$ cat config.mk
export PLATFORM = sky130hd
export DESIGN_NAME = sd_sector_sched_flat
export DESIGN_NICKNAME = d
export VERILOG_FILES = /design/src/rtl/sd_sector_sched_if.sv /design/src/rtl/sd_sector_sched.sv /design/src/flat_wrapper.sv
export SDC_FILE = /design/constraint.sdc
export NUM_CORES = 1
export LEC_CHECK = 0
export CORE_AREA = 2 2 128 130
export CTS_CLUSTER_DIAMETER = 120
export DETAILED_ROUTE_END_ITERATION = 6
export DIE_AREA = 0 0 130 132
export GPL_ROUTABILITY_DRIVEN = 0
export GPL_TIMING_DRIVEN = 0
export HOLD_SLACK_MARGIN = 0.05
export PLACE_DENSITY = 0.85
export SLEW_MARGIN = 20
export SYNTH_ARGS = -nofsm -noshare
export SYNTH_HDL_FRONTEND = slang
export SYNTH_SLANG_ARGS = --single-unit
$ cat constraint.sdc
create_clock -name SD_clk -period 5 [get_ports SD_clk]
set_input_delay 1.25 -clock SD_clk [delete_from_list [all_inputs] [get_ports SD_clk]]
set_output_delay 1.25 -clock SD_clk [all_outputs]
set_load 0.05 [all_outputs]
$ cat src/rtl/sd_sector_sched_if.sv
// Bundle of requester, sector-reader and byte-write signals for sd_sector_sched.
// The scheduler takes the slave view; the requesters/reader/memory side takes master.
interface sd_sector_sched_if #(
  parameter int unsigned ADDR_W = 18
) ();
  logic              req0, req1;
  logic [31:0]       base0, base1;
  logic [7:0]        nsec0, nsec1;
  logic [ADDR_W-1:0] dst0, dst1;
  logic              grant0, grant1;
  logic              done0, done1;
  logic              rd_req;
  logic [31:0]       rd_sec;
  logic              rd_done;
  logic [7:0]        rd_data;
  logic              rd_valid;
  logic              wr_en;
  logic [ADDR_W-1:0] wr_addr;
  logic [7:0]        wr_data;
  logic              err;

  modport slave (
    input  req0, req1, base0, base1, nsec0, nsec1, dst0, dst1,
    input  rd_done, rd_data, rd_valid,
    output grant0, grant1, done0, done1, rd_req, rd_sec, wr_en, wr_addr, wr_data, err
  );

  modport master (
    output req0, req1, base0, base1, nsec0, nsec1, dst0, dst1,
    output rd_done, rd_data, rd_valid,
    input  grant0, grant1, done0, done1, rd_req, rd_sec, wr_en, wr_addr, wr_data, err
  );
endinterface

$ cat src/rtl/sd_sector_sched.sv
// sd_sector_sched: round-robin arbiter between two requesters for one SD sector reader.
// A granted transfer walks nsec sectors from base, copying each reader byte to
// dst + sector*512 + byte. Define SCHED_TIMEOUT_EN to enable the per-sector WAIT
// timeout (ERR state, sticky err); without it err is tied low and WAIT never expires.
module sd_sector_sched #(
  parameter int unsigned ADDR_W  = 18,
  parameter logic [23:0] TIMEOUT = 24'd2000000
) (
  input logic              SD_clk,
  input logic              init,
  sd_sector_sched_if.slave bus
);

  typedef enum logic [2:0] {StIdle, StIssue, StWait, StNext, StFinish, StErr} state_e;

  state_e            state_q;
  logic              last_q;      // requester served last; loses the next tie
  logic              owner_q;
  logic [31:0]       base_q;
  logic [7:0]        nsec_q;      // effective count, a request of 0 is stored as 1
  logic [ADDR_W-1:0] dst_q;
  logic [7:0]        sec_idx_q;
  logic [9:0]        byte_cnt_q;  // saturates at 512
  logic              rd_done_q;
  logic              grant0_q, grant1_q, done0_q, done1_q, rd_req_q, wr_en_q;
  logic [31:0]       rd_sec_q;
  logic [ADDR_W-1:0] wr_addr_q;
  logic [7:0]        wr_data_q;

  logic              win_sel;
  logic [31:0]       win_base;
  logic [7:0]        win_nsec;
  logic [ADDR_W-1:0] win_dst;
  logic [8:0]        sec_nxt;
  logic [31:0]       wr_off;
  logic [ADDR_W-1:0] wr_addr_nxt;
  logic              done_rise;

`ifdef SCHED_TIMEOUT_EN
  logic [23:0]       tmo_q;
  logic              err_q;
  assign bus.err = err_q;
`else
  logic              unused_timeout;
  assign unused_timeout = ^TIMEOUT;
  assign bus.err = 1'b0;
`endif

  // Arbitration pick, next sector index, byte address and rd_done edge detect
  always_comb begin
    win_sel  = (bus.req0 && bus.req1) ? ~last_q : bus.req1;
    win_base = win_sel ? bus.base1 : bus.base0;
    win_nsec = win_sel ? bus.nsec1 : bus.nsec0;
    if (win_nsec == 8'd0) win_nsec = 8'd1;
    win_dst     = win_sel ? bus.dst1 : bus.dst0;
    sec_nxt     = {1'b0, sec_idx_q} + 9'd1;
    wr_off      = {15'd0, sec_idx_q, 9'd0} + {22'd0, byte_cnt_q};
    wr_addr_nxt = dst_q + wr_off[ADDR_W-1:0];
    done_rise   = bus.rd_done & ~rd_done_q;
  end

  // Scheduler FSM with registered outputs
  always_ff @(posedge SD_clk or negedge init) begin
    if (!init) begin
      state_q    <= StIdle;
      last_q     <= 1'b1;
      owner_q    <= 1'b0;
      base_q     <= '0;
      nsec_q     <= 8'd1;
      dst_q      <= '0;
      sec_idx_q  <= '0;
      byte_cnt_q <= '0;
      rd_done_q  <= 1'b0;
      grant0_q   <= 1'b0;
      grant1_q   <= 1'b0;
      done0_q    <= 1'b0;
      done1_q    <= 1'b0;
      rd_req_q   <= 1'b0;
      wr_en_q    <= 1'b0;
      rd_sec_q   <= '0;
      wr_addr_q  <= '0;
      wr_data_q  <= '0;
`ifdef SCHED_TIMEOUT_EN
      tmo_q      <= '0;
      err_q      <= 1'b0;
`endif
    end else begin
      rd_done_q <= bus.rd_done;
      done0_q   <= 1'b0;
      done1_q   <= 1'b0;
      rd_req_q  <= 1'b0;
      wr_en_q   <= 1'b0;
      unique case (state_q)
        StIdle: begin
          if (bus.req0 || bus.req1) begin
            owner_q    <= win_sel;
            base_q     <= win_base;
            nsec_q     <= win_nsec;
            dst_q      <= win_dst;
            grant0_q   <= ~win_sel;
            grant1_q   <= win_sel;
            sec_idx_q  <= '0;
            byte_cnt_q <= '0;
            rd_req_q   <= 1'b1;
            rd_sec_q   <= win_base;
            state_q    <= StIssue;
          end
        end
        StIssue: begin
`ifdef SCHED_TIMEOUT_EN
          tmo_q <= '0;
`endif
          state_q <= StWait;
        end
        StWait: begin
          // Bytes past 512 in one sector are dropped
          if (bus.rd_valid && byte_cnt_q != 10'd512) begin
            wr_en_q    <= 1'b1;
            wr_data_q  <= bus.rd_data;
            wr_addr_q  <= wr_addr_nxt;
            byte_cnt_q <= byte_cnt_q + 10'd1;
          end
`ifdef SCHED_TIMEOUT_EN
          tmo_q <= bus.rd_valid ? 24'd0 : tmo_q + 24'd1;
          if (done_rise) begin
            state_q <= StNext;
          end else if (!bus.rd_valid && tmo_q == TIMEOUT - 24'd1) begin
            err_q    <= 1'b1;
            grant0_q <= 1'b0;
            grant1_q <= 1'b0;
            state_q  <= StErr;
          end
`else
          if (done_rise) state_q <= StNext;
`endif
        end
        StNext: begin
          sec_idx_q <= sec_nxt[7:0];
          if (sec_nxt < {1'b0, nsec_q}) begin
            byte_cnt_q <= '0;
            rd_req_q   <= 1'b1;
            rd_sec_q   <= base_q + {23'd0, sec_nxt};
            state_q    <= StIssue;
          end else begin
            done0_q <= ~owner_q;
            done1_q <= owner_q;
            state_q <= StFinish;
          end
        end
        StFinish: begin
          grant0_q <= 1'b0;
          grant1_q <= 1'b0;
          last_q   <= owner_q;
          state_q  <= StIdle;
        end
        StErr: begin
          state_q <= StIdle;
        end
        default: begin
          state_q <= StIdle;
        end
      endcase
    end
  end

  assign bus.grant0  = grant0_q;
  assign bus.grant1  = grant1_q;
  assign bus.done0   = done0_q;
  assign bus.done1   = done1_q;
  assign bus.rd_req  = rd_req_q;
  assign bus.rd_sec  = rd_sec_q;
  assign bus.wr_en   = wr_en_q;
  assign bus.wr_addr = wr_addr_q;
  assign bus.wr_data = wr_data_q;

endmodule

$ cat src/flat_wrapper.sv
// flat-port wrapper written by rule: the top's interface ports become plain ports
module sd_sector_sched_flat 
#(
  parameter int unsigned ADDR_W  = 18,
  parameter logic [23:0] TIMEOUT = 24'd2000000
)
  (SD_clk, init, bus_req0, bus_req1, bus_base0, bus_base1, bus_nsec0, bus_nsec1, bus_dst0, bus_dst1, bus_rd_done, bus_rd_data, bus_rd_valid, bus_grant0, bus_grant1, bus_done0, bus_done1, bus_rd_req, bus_rd_sec, bus_wr_en, bus_wr_addr, bus_wr_data, bus_err);
  sd_sector_sched_if #(.ADDR_W(ADDR_W)) bus_i ();
  input logic SD_clk;
  input logic init;
  input wire logic [$bits(bus_i.req0)-1:0] bus_req0;
  input wire logic [$bits(bus_i.req1)-1:0] bus_req1;
  input wire logic [$bits(bus_i.base0)-1:0] bus_base0;
  input wire logic [$bits(bus_i.base1)-1:0] bus_base1;
  input wire logic [$bits(bus_i.nsec0)-1:0] bus_nsec0;
  input wire logic [$bits(bus_i.nsec1)-1:0] bus_nsec1;
  input wire logic [$bits(bus_i.dst0)-1:0] bus_dst0;
  input wire logic [$bits(bus_i.dst1)-1:0] bus_dst1;
  input wire logic [$bits(bus_i.rd_done)-1:0] bus_rd_done;
  input wire logic [$bits(bus_i.rd_data)-1:0] bus_rd_data;
  input wire logic [$bits(bus_i.rd_valid)-1:0] bus_rd_valid;
  output wire logic [$bits(bus_i.grant0)-1:0] bus_grant0;
  output wire logic [$bits(bus_i.grant1)-1:0] bus_grant1;
  output wire logic [$bits(bus_i.done0)-1:0] bus_done0;
  output wire logic [$bits(bus_i.done1)-1:0] bus_done1;
  output wire logic [$bits(bus_i.rd_req)-1:0] bus_rd_req;
  output wire logic [$bits(bus_i.rd_sec)-1:0] bus_rd_sec;
  output wire logic [$bits(bus_i.wr_en)-1:0] bus_wr_en;
  output wire logic [$bits(bus_i.wr_addr)-1:0] bus_wr_addr;
  output wire logic [$bits(bus_i.wr_data)-1:0] bus_wr_data;
  output wire logic [$bits(bus_i.err)-1:0] bus_err;
  assign bus_i.req0 = bus_req0;
  assign bus_i.req1 = bus_req1;
  assign bus_i.base0 = bus_base0;
  assign bus_i.base1 = bus_base1;
  assign bus_i.nsec0 = bus_nsec0;
  assign bus_i.nsec1 = bus_nsec1;
  assign bus_i.dst0 = bus_dst0;
  assign bus_i.dst1 = bus_dst1;
  assign bus_i.rd_done = bus_rd_done;
  assign bus_i.rd_data = bus_rd_data;
  assign bus_i.rd_valid = bus_rd_valid;
  assign bus_grant0 = bus_i.grant0;
  assign bus_grant1 = bus_i.grant1;
  assign bus_done0 = bus_i.done0;
  assign bus_done1 = bus_i.done1;
  assign bus_rd_req = bus_i.rd_req;
  assign bus_rd_sec = bus_i.rd_sec;
  assign bus_wr_en = bus_i.wr_en;
  assign bus_wr_addr = bus_i.wr_addr;
  assign bus_wr_data = bus_i.wr_data;
  assign bus_err = bus_i.err;
  sd_sector_sched #(.ADDR_W(ADDR_W), .TIMEOUT(TIMEOUT)) u_core (.SD_clk(SD_clk), .init(init), .bus(bus_i));
endmodule
After elaboration in Yosys (flattened, before gate mapping)
Cells that the tools add are included.
- $add $sub $neg: 5
- order comparisons: 1
- equality and inequality tests: 9
- muxes and demuxes: 31
- bitwise gates (word level): 5
- reductions and logical operators: 15
- operators by type and width (cell ; number):
    $mux 32 ; 3
    $pmux 32 s2 ; 1
    $add 32x9->32 ; 1
    $mux 10 ; 3
    $pmux 10 s3 ; 1
    $mux 8 ; 3
    $add 17x10->18 ; 1
    $add 18x18->18 ; 1
    $mux 18 ; 1
    $pmux 8 s2 ; 1
    $pmux 3 s4 ; 1
    $mux 1 ; 11
    $add 10x1->10 const B ; 1
    $ne 10x10->1 const B ; 1
    $reduce_and 2->1 ; 5
    $add 8x1->9 const B ; 1
    $lt 9x8->1 ; 1
    $mux 3 ; 3
    $logic_not 8->1 ; 1
    $ne 2x1->1 const B ; 4
    $eq 3x2->1 const B ; 2
    $pmux 1 s2 ; 3
    $not 1->1 ; 4
    $reduce_and 4->1 ; 1
    9 further kinds ; 11
- register bits: 146
- bits of input ports: 130
- output and inout port bits: 65
- logic and storage cells: 84

Logic depth before layout (Yosys ltp)
Gate-level depths: netlist of the first run.
- depth after elaboration: 5
- depth in mapped cells: 14
- gate-level depth less buffers: 13

Worst setup path after synthesis of the first run
No wires, ideal clock.
- kind: reg2reg
- from: register u_core.sec_idx_q[1]
- to: register u_core.rd_sec_q[31], in the netlist u_core.bus.rd_sec[31]
- setup time: 121 ps
- arrival: 2836 ps
- data required time: 4879 ps
- setup slack: 2043 ps
- stages on the path, launching flop included: 13
- buffers on the path: 0
- period minus slack after synthesis: 2957 ps
- cells stage by stage: dfrtp_1 -> ha_1 -> nand3_1 -> inv_1 -> nand3_1 -> xnor2_1 -> ha_1 -> a211o_1 -> a21oi_2 -> nor3b_2 -> or4_1 -> nand3_1 -> a22o_1
- word-level cells in the longest chain between the ends: 4
- elaborated cells on any way between the ends: 7
- those cells by class: 2 x add/sub; 1 x order compare; 1 x eq/ne; 2 x mux; 1 x reduce/logical
- RTL lines (what ; line ; source):
    start: declaration ; sd_sector_sched.sv:22 ; logic [7:0] sec_idx_q;
    start signal: assignment ; sd_sector_sched.sv:138 ; sec_idx_q <= sec_nxt[7:0];
    $add 8x1->9 * ; sd_sector_sched.sv:56 ; sec_nxt = {1'b0, sec_idx_q} + 9'd1;
    $add 32x9->32 or $lt 9x8->1 (tied branches) ; sd_sector_sched.sv:142, sd_sector_sched.sv:139 ;
    $mux 32 or $ne 2x1->1 (tied branches) ; n/a ;
    $pmux 32 s2 or $reduce_and 3->1 (tied branches) ; n/a ;
    end signal: assignment ; sd_sector_sched.sv:105 ; rd_sec_q <= win_base;
    end signal: assignment ; sd_sector_sched.sv:142 ; rd_sec_q <= base_q + {23'd0, sec_nxt};
    end: declaration ; sd_sector_sched.sv:26 ; logic [31:0] rd_sec_q;
Every way passes the cells marked *; elsewhere a longest branch is shown, timed or not. The select of a mux whose other input is x is not followed.
A chain may end at the register's enable or synchronous reset.

Final worst setup path of the first run
- from: register u_core.sec_idx_q[0]
- to: register u_core.rd_sec_q[31], in the netlist u_core.bus.rd_sec[31]
The elaborated chain is that of the path after synthesis.

==> impl_metrics.py, run 1 <==
metrics = {
    "detailed_routing": {
        "viasPerCell": 5.86,
        "vias": 8070,
        "drc": 0,
        "wirelength_mm": 24.7,
        "first_pass_iters": 5,
        "drtIter0Drc": 667,
        "detail_route.wl_per_cell_um": 17.9,
        "ant_nets": 0,
    },
    "synth": {
        "ys_seq_area_frac": 0.426,
        "ys_top_cells_by_area": "dfrtp_1 42%, ha_1 7.4%, mux2i_1 7.0%",
        "mappedNetlistArea_sq_um": 8590,
        "yosysTopAreaCell": "dfrtp_1",
        "synthArstFlopShare": 1.00,
        "avgSynthCellArea_sq_um": 9.18,
        "netlist.area_leader.share": 0.420,
        "syn_nets": 1119,
        "synth-seq-cells": 146,
        "yosysWarnings": 0,
        "ys.flop_type": "dfrtp_1",
        "synth_edf_count": 0,
        "ys_types": 67,
        "syn_inst": 935,
    },
    "clock_tree": {
        "cts-resized-gates": 0,
        "clock_sinks": 146,
        "clk_pin_slew_ns": 0.06,
        "root_buffer": "clkbuf_16",
        "cts_tree": "yes",
        "htree_levels": 4,
        "cts-buffers-inserted": 17,
        "cts_setup_buffers": 0,
        "worstSkewPairLatency_ns": 0.43,
        "clockBufferDepth": 2,
        "cts_hold_buf": 0,
    },
    "sta": {
        "rsz0062_at_grt": "no",
        "fmax_mhz": 264,
        "slew_violations": 0,
        "clock_skew_ns": 0.00535,
        "setup_tns_ns": 0,
        "holdWs_ns": 0.470,
        "setup_viol": 0,
        "period_minus_slack_ns": 3.78,
        "final.period_utilization": 0.756,
        "worst_pin_slew_ns": 0.954,
        "relSlewSlack": 0.364,
        "hold_viol": 0,
    },
    "hold_path": {
        "hold_class": "flop to flop",
        "min_to": "u_core.bus.wr_data[7]",
        "min_from": "u_core.bus.wr_data[7]",
        "worst_hold_path.num_cells": 2,
    },
    "global_route": {
        "grt_max_degree": 94,
        "grt_use_total": 0.295,
        "grt_pass1_wl_mm": 40.1,
        "antenna_found_initial": 0,
        "grt_pass1_vias": 8060,
        "gr-total-overflow": 0,
    },
    "worst_setup_path": {
        "cpMaxStageDelayCell": "nor3b_2",
        "crit_fanout": 10,
        "r2r_cells": 12,
        "required_ns": 5.32,
        "r2r_end": "u_core.bus.rd_sec[31]",
        "rrSetupSlack_ns": 1.22,
        "start_kind": "flop",
        "r2r-start": "u_core.sec_idx_q[0]",
        "path_class": "flop to flop",
        "cp-end-kind": "flop",
        "arrival_ns": 4.10,
        "cp_common_cell": "nand3_1",
        "path_cells": "ha_1 -> nand3_1 -> inv_1 -> nand3_1 -> xnor2_1 -> ha_1 -> a211o_1 -> a21oi_2 -> nor3b_2 -> or4_1 -> nand3_1 -> a22o_1",
        "critPathMaxStageDelay_ns": 0.61,
    },
    "placement": {
        "io_buffers": 193,
        "dp.cells": 1345,
        "dpl.hpwl_mm": 18.2,
    },
    "die": {
        "start_util": 0.547,
        "core_sq_um": 15700,
        "rows": 46,
        "io_pins": 195,
        "fp.dieW_um": 130,
        "die_h_um": 132,
        "die_area_sq_um": 17200,
    },
    "layout": {
        "final_nets": 1332,
        "drive_above_1_share": 0.0560,
        "area_delta_synth_final_pct": 33.2,
        "fin_cells": 1377,
        "num_antenna_cells": 0,
        "fin_util": 0.728,
    },
    "pwr": {
        "ir_worst_vdd_mv": 0.447,
        "total_leakage_power_nw": 5.13,
        "p_per_area_nw_per_um2": 631,
    },
    "outcome": {
        "status": "finished clean",
    },
    "job": {
        "drv_cap": 0,
    },
}
==> cell usage in the layout (no fill, tap or decap), types with 17 or more instances in the layout <==
cell             netlist  layout
clkdlybuf4s50_1        0     192
nand2_1              156     156
dfrtp_1              144     144
o21ai_0              101     101
mux2i_1               60      60
a21oi_1               53      53
ha_1                  51      51
nor2_1                41      41
clkbuf_1              28      29
nand3_1               28      28
inv_1                 22      22
o31ai_1               22      22
xnor2_1               21      21
clkbuf_16              0      17
==> final cells by class <==
type | instances | area [sq um]
plain buffers | 47 | 199
clock buffers | 24 | 512
clock inverters | 8 | 98.8
fillers | 1099 | 4270
inverters | 27 | 101
multi-input cells | 715 | 4640
flip-flops and latches | 146 | 3660
well taps | 216 | 270
repair buffers | 194 | 1960
==> power by group <==
| part | internal, W | switching (W) |
|---|---|---|
| Clock | 0.000812 | 0.000502 |
| Sequential | 0.00171 | 0.000375 |
| Combinational | 0.00136 | 0.00246 |
==> registers in the layout, summed over array words and instances (netlist names) <==
| name | count |
|---|---|
| u_core.bus.done1 | 1 |
| u_core.rd_done_q | 1 |
| u_core.state_q | 3 |
| u_core.bus.wr_en | 1 |
| u_core.bus.grant0 | 1 |
| u_core.bus.rd_req | 1 |
| u_core.byte_cnt_q | 10 |
| u_core.bus.rd_sec | 32 |
| u_core.bus.wr_data | 8 |
| u_core.nsec_q | 8 |
| u_core.owner_q | 1 |
| u_core.sec_idx_q | 8 |
| u_core.last_q | 1 |
| u_core.dst_q | 18 |
| u_core.bus.done0 | 1 |
| u_core.bus.grant1 | 1 |
| u_core.base_q | 32 |
| u_core.bus.wr_addr | 18 |
==> critical path, delay by kind of cell, from the launching register on <==
| family | cells | cell delay (ns) |
|---|---|---|
| xor+xnor | 1 | 0.32 |
| simple gates | 5 | 1.21 |
| buf+inv | 1 | 0.09 |
| compound gates | 3 | 0.99 |
| fa+ha+maj | 2 | 0.61 |
| flops | 1 | 0.45 |
==> stage by stage <==
stage | worst slack [ns] | cell area [sq um] | total power, W
2_1_floorplan | 2.04 | 8590 | 0.00456
3_3_place_gp | -3.10 | 10800 | 0.00572
3_5_place_dp | 1.04 | 10800 | 0.00583
4_1_cts | 1.29 | 11400 | 0.00719
5_1_grt | 1.03 | 11400 | 0.00766
6_report | 1.22 | 11400 | 0.00722
==> routing by layer <==
layer / share of wire / GRT usage / vias to the layer above / routed length [um]
met5: 0 / 0 / - / 0
met4: 0.034 / 0.134 / 0 / 843
met3: 0.074 / 0.0613 / 59 / 1820
met2: 0.47 / 0.459 / 341 / 11700
met1: 0.42 / 0.396 / 3868 / 10300
li1: - / - / 3802 / -
==> cells by family after synthesis <==
logic type / Yosys count / synth area share
AO/OA/AOI/OAI: 266 / 0.192
XOR/XNOR: 30 / 0.0306
adder cells (fa/ha/maj): 54 / 0.0813
buffers and inverters: 74 / 0.0350
flip-flops: 146 / 0.426
multiplexers: 62 / 0.0726
other: 1 / 0.000437
AND/OR/NAND/NOR: 302 / 0.162
==> synth_stat cells, drive strengths merged (3+ instances only) <==
library cell / n
nor4: 8
a211oi: 8
xor2: 9
a21o: 10
nand3: 28
nand4: 10
and2: 4
xnor2: 21
nor2: 41
buf: 19
inv: 26
o31ai: 22
clkbuf: 28
nor3b: 4
nor3: 10
o211ai: 3
mux2i: 60
o21ai: 106
nand2: 156
ha: 51
a31oi: 7
or4: 9
or3: 4
o21bai: 4
o21a: 14
fa: 3
and3: 14
a21boi: 5
nor2b: 4
a22o: 12
dfrtp: 144
a21oi: 54
==> how the worst max path moves through the flow <==
| stage | start | end | slack, ns | depth (start not counted) |
|---|---|---|---|---|
| after floorplan | u_core.sec_idx_q[1] | u_core.bus.rd_sec[31] | 2.04 | 12 |
| after global routing | u_core.sec_idx_q[0] | u_core.bus.rd_sec[31] | 1.03 | 12 |
| after global placement | init | u_core.bus.wr_addr[16] | -3.10 | 1 |
| final | u_core.sec_idx_q[0] | u_core.bus.rd_sec[31] | 1.22 | 12 |
| after detailed placement | bus_req0 | u_core.base_q[29] | 1.04 | 8 |
| after CTS | u_core.sec_idx_q[0] | u_core.bus.rd_sec[31] | 1.29 | 12 |
(Power assumes the default switching activity.)
==> run 2, diff against run 1 <==
--- a/config.mk
+++ b/config.mk
@@ -5,14 +5,14 @@
 export SDC_FILE = /design/constraint.sdc
 export NUM_CORES = 1
 export LEC_CHECK = 0
-export CORE_AREA = 2 2 128 130
+export CORE_AREA = 2 2 133 135
 export CTS_CLUSTER_DIAMETER = 120
 export DETAILED_ROUTE_END_ITERATION = 6
-export DIE_AREA = 0 0 130 132
+export DIE_AREA = 0 0 135 137
 export GPL_ROUTABILITY_DRIVEN = 0
 export GPL_TIMING_DRIVEN = 0
 export HOLD_SLACK_MARGIN = 0.05
-export PLACE_DENSITY = 0.85
+export PLACE_DENSITY = 0.79
 export SLEW_MARGIN = 20
 export SYNTH_ARGS = -nofsm -noshare
 export SYNTH_HDL_FRONTEND = slang
==> constraint.sdc (replaced) <==
create_clock -name SD_clk -period 3.6 [get_ports SD_clk]
set_input_delay 0.9 -clock SD_clk [delete_from_list [all_inputs] [get_ports SD_clk]]
set_output_delay 0.9 -clock SD_clk [all_outputs]
set_load 0.05 [all_outputs]
==> run 2 against run 1 <==
  * First-iteration DRC count down 11%
  * Via count shrank 0.21%
  * Non-clock buffer count increased by 1
  * Largest cell class unchanged
  * Critical endpoint is now u_core.bus.rd_sec[26]
==> impl_metrics.py, run 2 (synthesis gave the netlist of run 1 again) <==
metrics = {
    "worst_setup_path": {
        "cpMaxStageDelayCell": "a311oi_4",
        "critPathMaxStageDelay_ns": 0.53,
        "r2r_end": "u_core.bus.rd_sec[26]",
        "path_class": "flop to flop",
        "r2r-start": "u_core.sec_idx_q[1]",
        "r2r_cells": 11,
        "required_ns": 3.91,
        "path_cells": "ha_1 -> nand3_1 -> xnor2_1 -> ha_1 -> o21ai_0 -> o21ai_1 -> a311oi_4 -> buf_2 -> nor3_1 -> xnor2_1 -> a21oi_1",
        "rrSetupSlack_ns": 0.18,
        "start_kind": "flop",
        "crit_fanout": 10,
        "cp-end-kind": "flop",
        "arrival_ns": 3.73,
    },
    "die": {
        "die_area_sq_um": 18500,
        "core_sq_um": 17100,
        "io_pins": 195,
        "die_h_um": 137,
        "rows": 48,
        "start_util": 0.503,
        "fp.dieW_um": 135,
    },
    "clock_tree": {
        "cts-buffers-inserted": 17,
        "root_buffer": "clkbuf_16",
        "cts_tree": "yes",
        "clk_pin_slew_ns": 0.06,
        "htree_levels": 4,
        "clockBufferDepth": 2,
        "clock_sinks": 146,
        "worstSkewPairLatency_ns": 0.43,
        "cts_hold_buf": 0,
    },
    "global_route": {
        "grt_pass1_wl_mm": 38.2,
        "gr-total-overflow": 0,
        "grt_use_total": 0.265,
        "grt_max_degree": 82,
        "antenna_found_initial": 0,
        "grt_pass1_vias": 7489,
    },
    "sta": {
        "rsz0062_at_grt": "no",
        "fmax_mhz": 292,
        "hold_viol": 0,
        "relSlewSlack": 0.340,
        "setup_viol": 0,
        "holdWs_ns": 0.398,
        "worst_pin_slew_ns": 0.990,
        "final.period_utilization": 0.950,
        "period_minus_slack_ns": 3.42,
        "clock_skew_ns": 0.0107,
        "slew_violations": 0,
    },
    "layout": {
        "num_antenna_cells": 0,
        "final_common_cell": "clkdlybuf4s50_1",
        "fin_cells": 1387,
        "drive_above_1_share": 0.0568,
        "final_nets": 1333,
        "mostFrequentLayoutCells": "192 x clkdlybuf4s50_1, 156 x nand2_1, 144 x dfrtp_1, 101 x o21ai_0, 60 x mux2i_1",
        "area_delta_synth_final_pct": 33.2,
        "fin_util": 0.671,
    },
    "outcome": {
        "status": "finished clean",
    },
    "placement": {
        "dpl.hpwl_mm": 17.7,
        "dp.cells": 1354,
        "io_buffers": 193,
    },
    "detailed_routing": {
        "first_pass_iters": 5,
        "wirelength_mm": 24.2,
        "drc": 0,
        "ant_nets": 0,
        "detail_route.wl_per_cell_um": 17.4,
        "vias": 8053,
        "drtIter0Drc": 592,
        "viasPerCell": 5.81,
    },
    "pwr": {
        "p_per_area_nw_per_um2": 862,
        "total_leakage_power_nw": 5.11,
        "ir_worst_vdd_mv": 0.488,
    },
    "job": {
        "drv_cap": 0,
    },
    "hold_path": {
        "hold_class": "primary input to async pin",
    },
}
## run 2: how the worst max path moves through the flow
stage / depth (start not counted) / slack (ns) / from / to
3_5_place_dp: 12 / -0.12 / u_core.sec_idx_q[1] / u_core.bus.rd_sec[31]
3_3_place_gp: 1 / -4.25 / init / u_core.bus.rd_sec[15]
2_1_floorplan: 12 / 0.64 / u_core.sec_idx_q[1] / u_core.bus.rd_sec[31]
6_report: 11 / 0.18 / u_core.sec_idx_q[1] / u_core.bus.rd_sec[26]
4_1_cts: 13 / 0.10 / u_core.sec_idx_q[1] / u_core.bus.rd_sec[31]
5_1_grt: 10 / 0.007 / u_core.sec_idx_q[2] / u_core.bus.rd_sec[26]
## run 2: final cells by class
cell class | instances | area [sq um]
fill | 1331 | 5620
clock buffer | 20 | 437
sequential | 146 | 3660
inverter | 27 | 101
clock inverter | 12 | 110
tap | 225 | 282
timing repair buffer | 195 | 1980
multi-input combinational | 715 | 4670
buffer | 47 | 199
## run 2: report_power, final
group | switching [W] | total (W) | leakage (nW) | internal [W]
clock network | 0.000713 | 0.00166 | 0.257 | 0.000950
logic | 0.00342 | 0.00531 | 3.07 | 0.00189
registers | 0.000517 | 0.00289 | 1.79 | 0.00237
total | 0.00465 | 0.00986 | 5.11 | 0.00521
## run 2: stage by stage
stage	setup slack, ns	setup TNS (ns)	total power [W]	instance area, sq um
6_report	0.179	0	0.00986	11400
5_1_grt	0.00722	0	0.0105	11400
4_1_cts	0.103	0	0.00983	11400
3_5_place_dp	-0.124	-0.457	0.00810	10800
3_3_place_gp	-4.25	-619.42	0.00798	10800
2_1_floorplan	0.643	0	0.00634	8590
## run 2: critical path: cells and delay by family, from the launching register on
family / cells / cell delay [ns]
AO/OA/AOI/OAI: 4 / 1.02
XOR/XNOR: 2 / 0.58
adder cells (fa/ha/maj): 2 / 0.64
buffers and inverters: 1 / 0.33
flip-flops: 1 / 0.46
AND/OR/NAND/NOR: 2 / 0.25
## run 2: what timing repair did
item                       4_1_cts  5_1_grt
setup endpoints to repair        5       21
pin swaps                        0        0
setup buffers                    1        0
resized for setup                1        4
## run 2: metal layers
layer  track usage  part of all wire  vias to the layer above
li1              -                 -                     3815
met1         0.345              0.42                     3828
met2         0.436              0.48                      361
met3        0.0559             0.072                       49
met4         0.105             0.029                        0
met5             0                 0                        -
==> run 3, diff against run 2 <==
--- a/config.mk
+++ b/config.mk
@@ -11,7 +11,7 @@
 export DIE_AREA = 0 0 135 137
 export GPL_ROUTABILITY_DRIVEN = 0
 export GPL_TIMING_DRIVEN = 0
-export HOLD_SLACK_MARGIN = 0.05
+export HOLD_SLACK_MARGIN = 0.12
 export PLACE_DENSITY = 0.79
 export SLEW_MARGIN = 20
 export SYNTH_ARGS = -nofsm -noshare
==> results of run 3 <==
Final layout, timing and power as in run 2 (identical DEF).
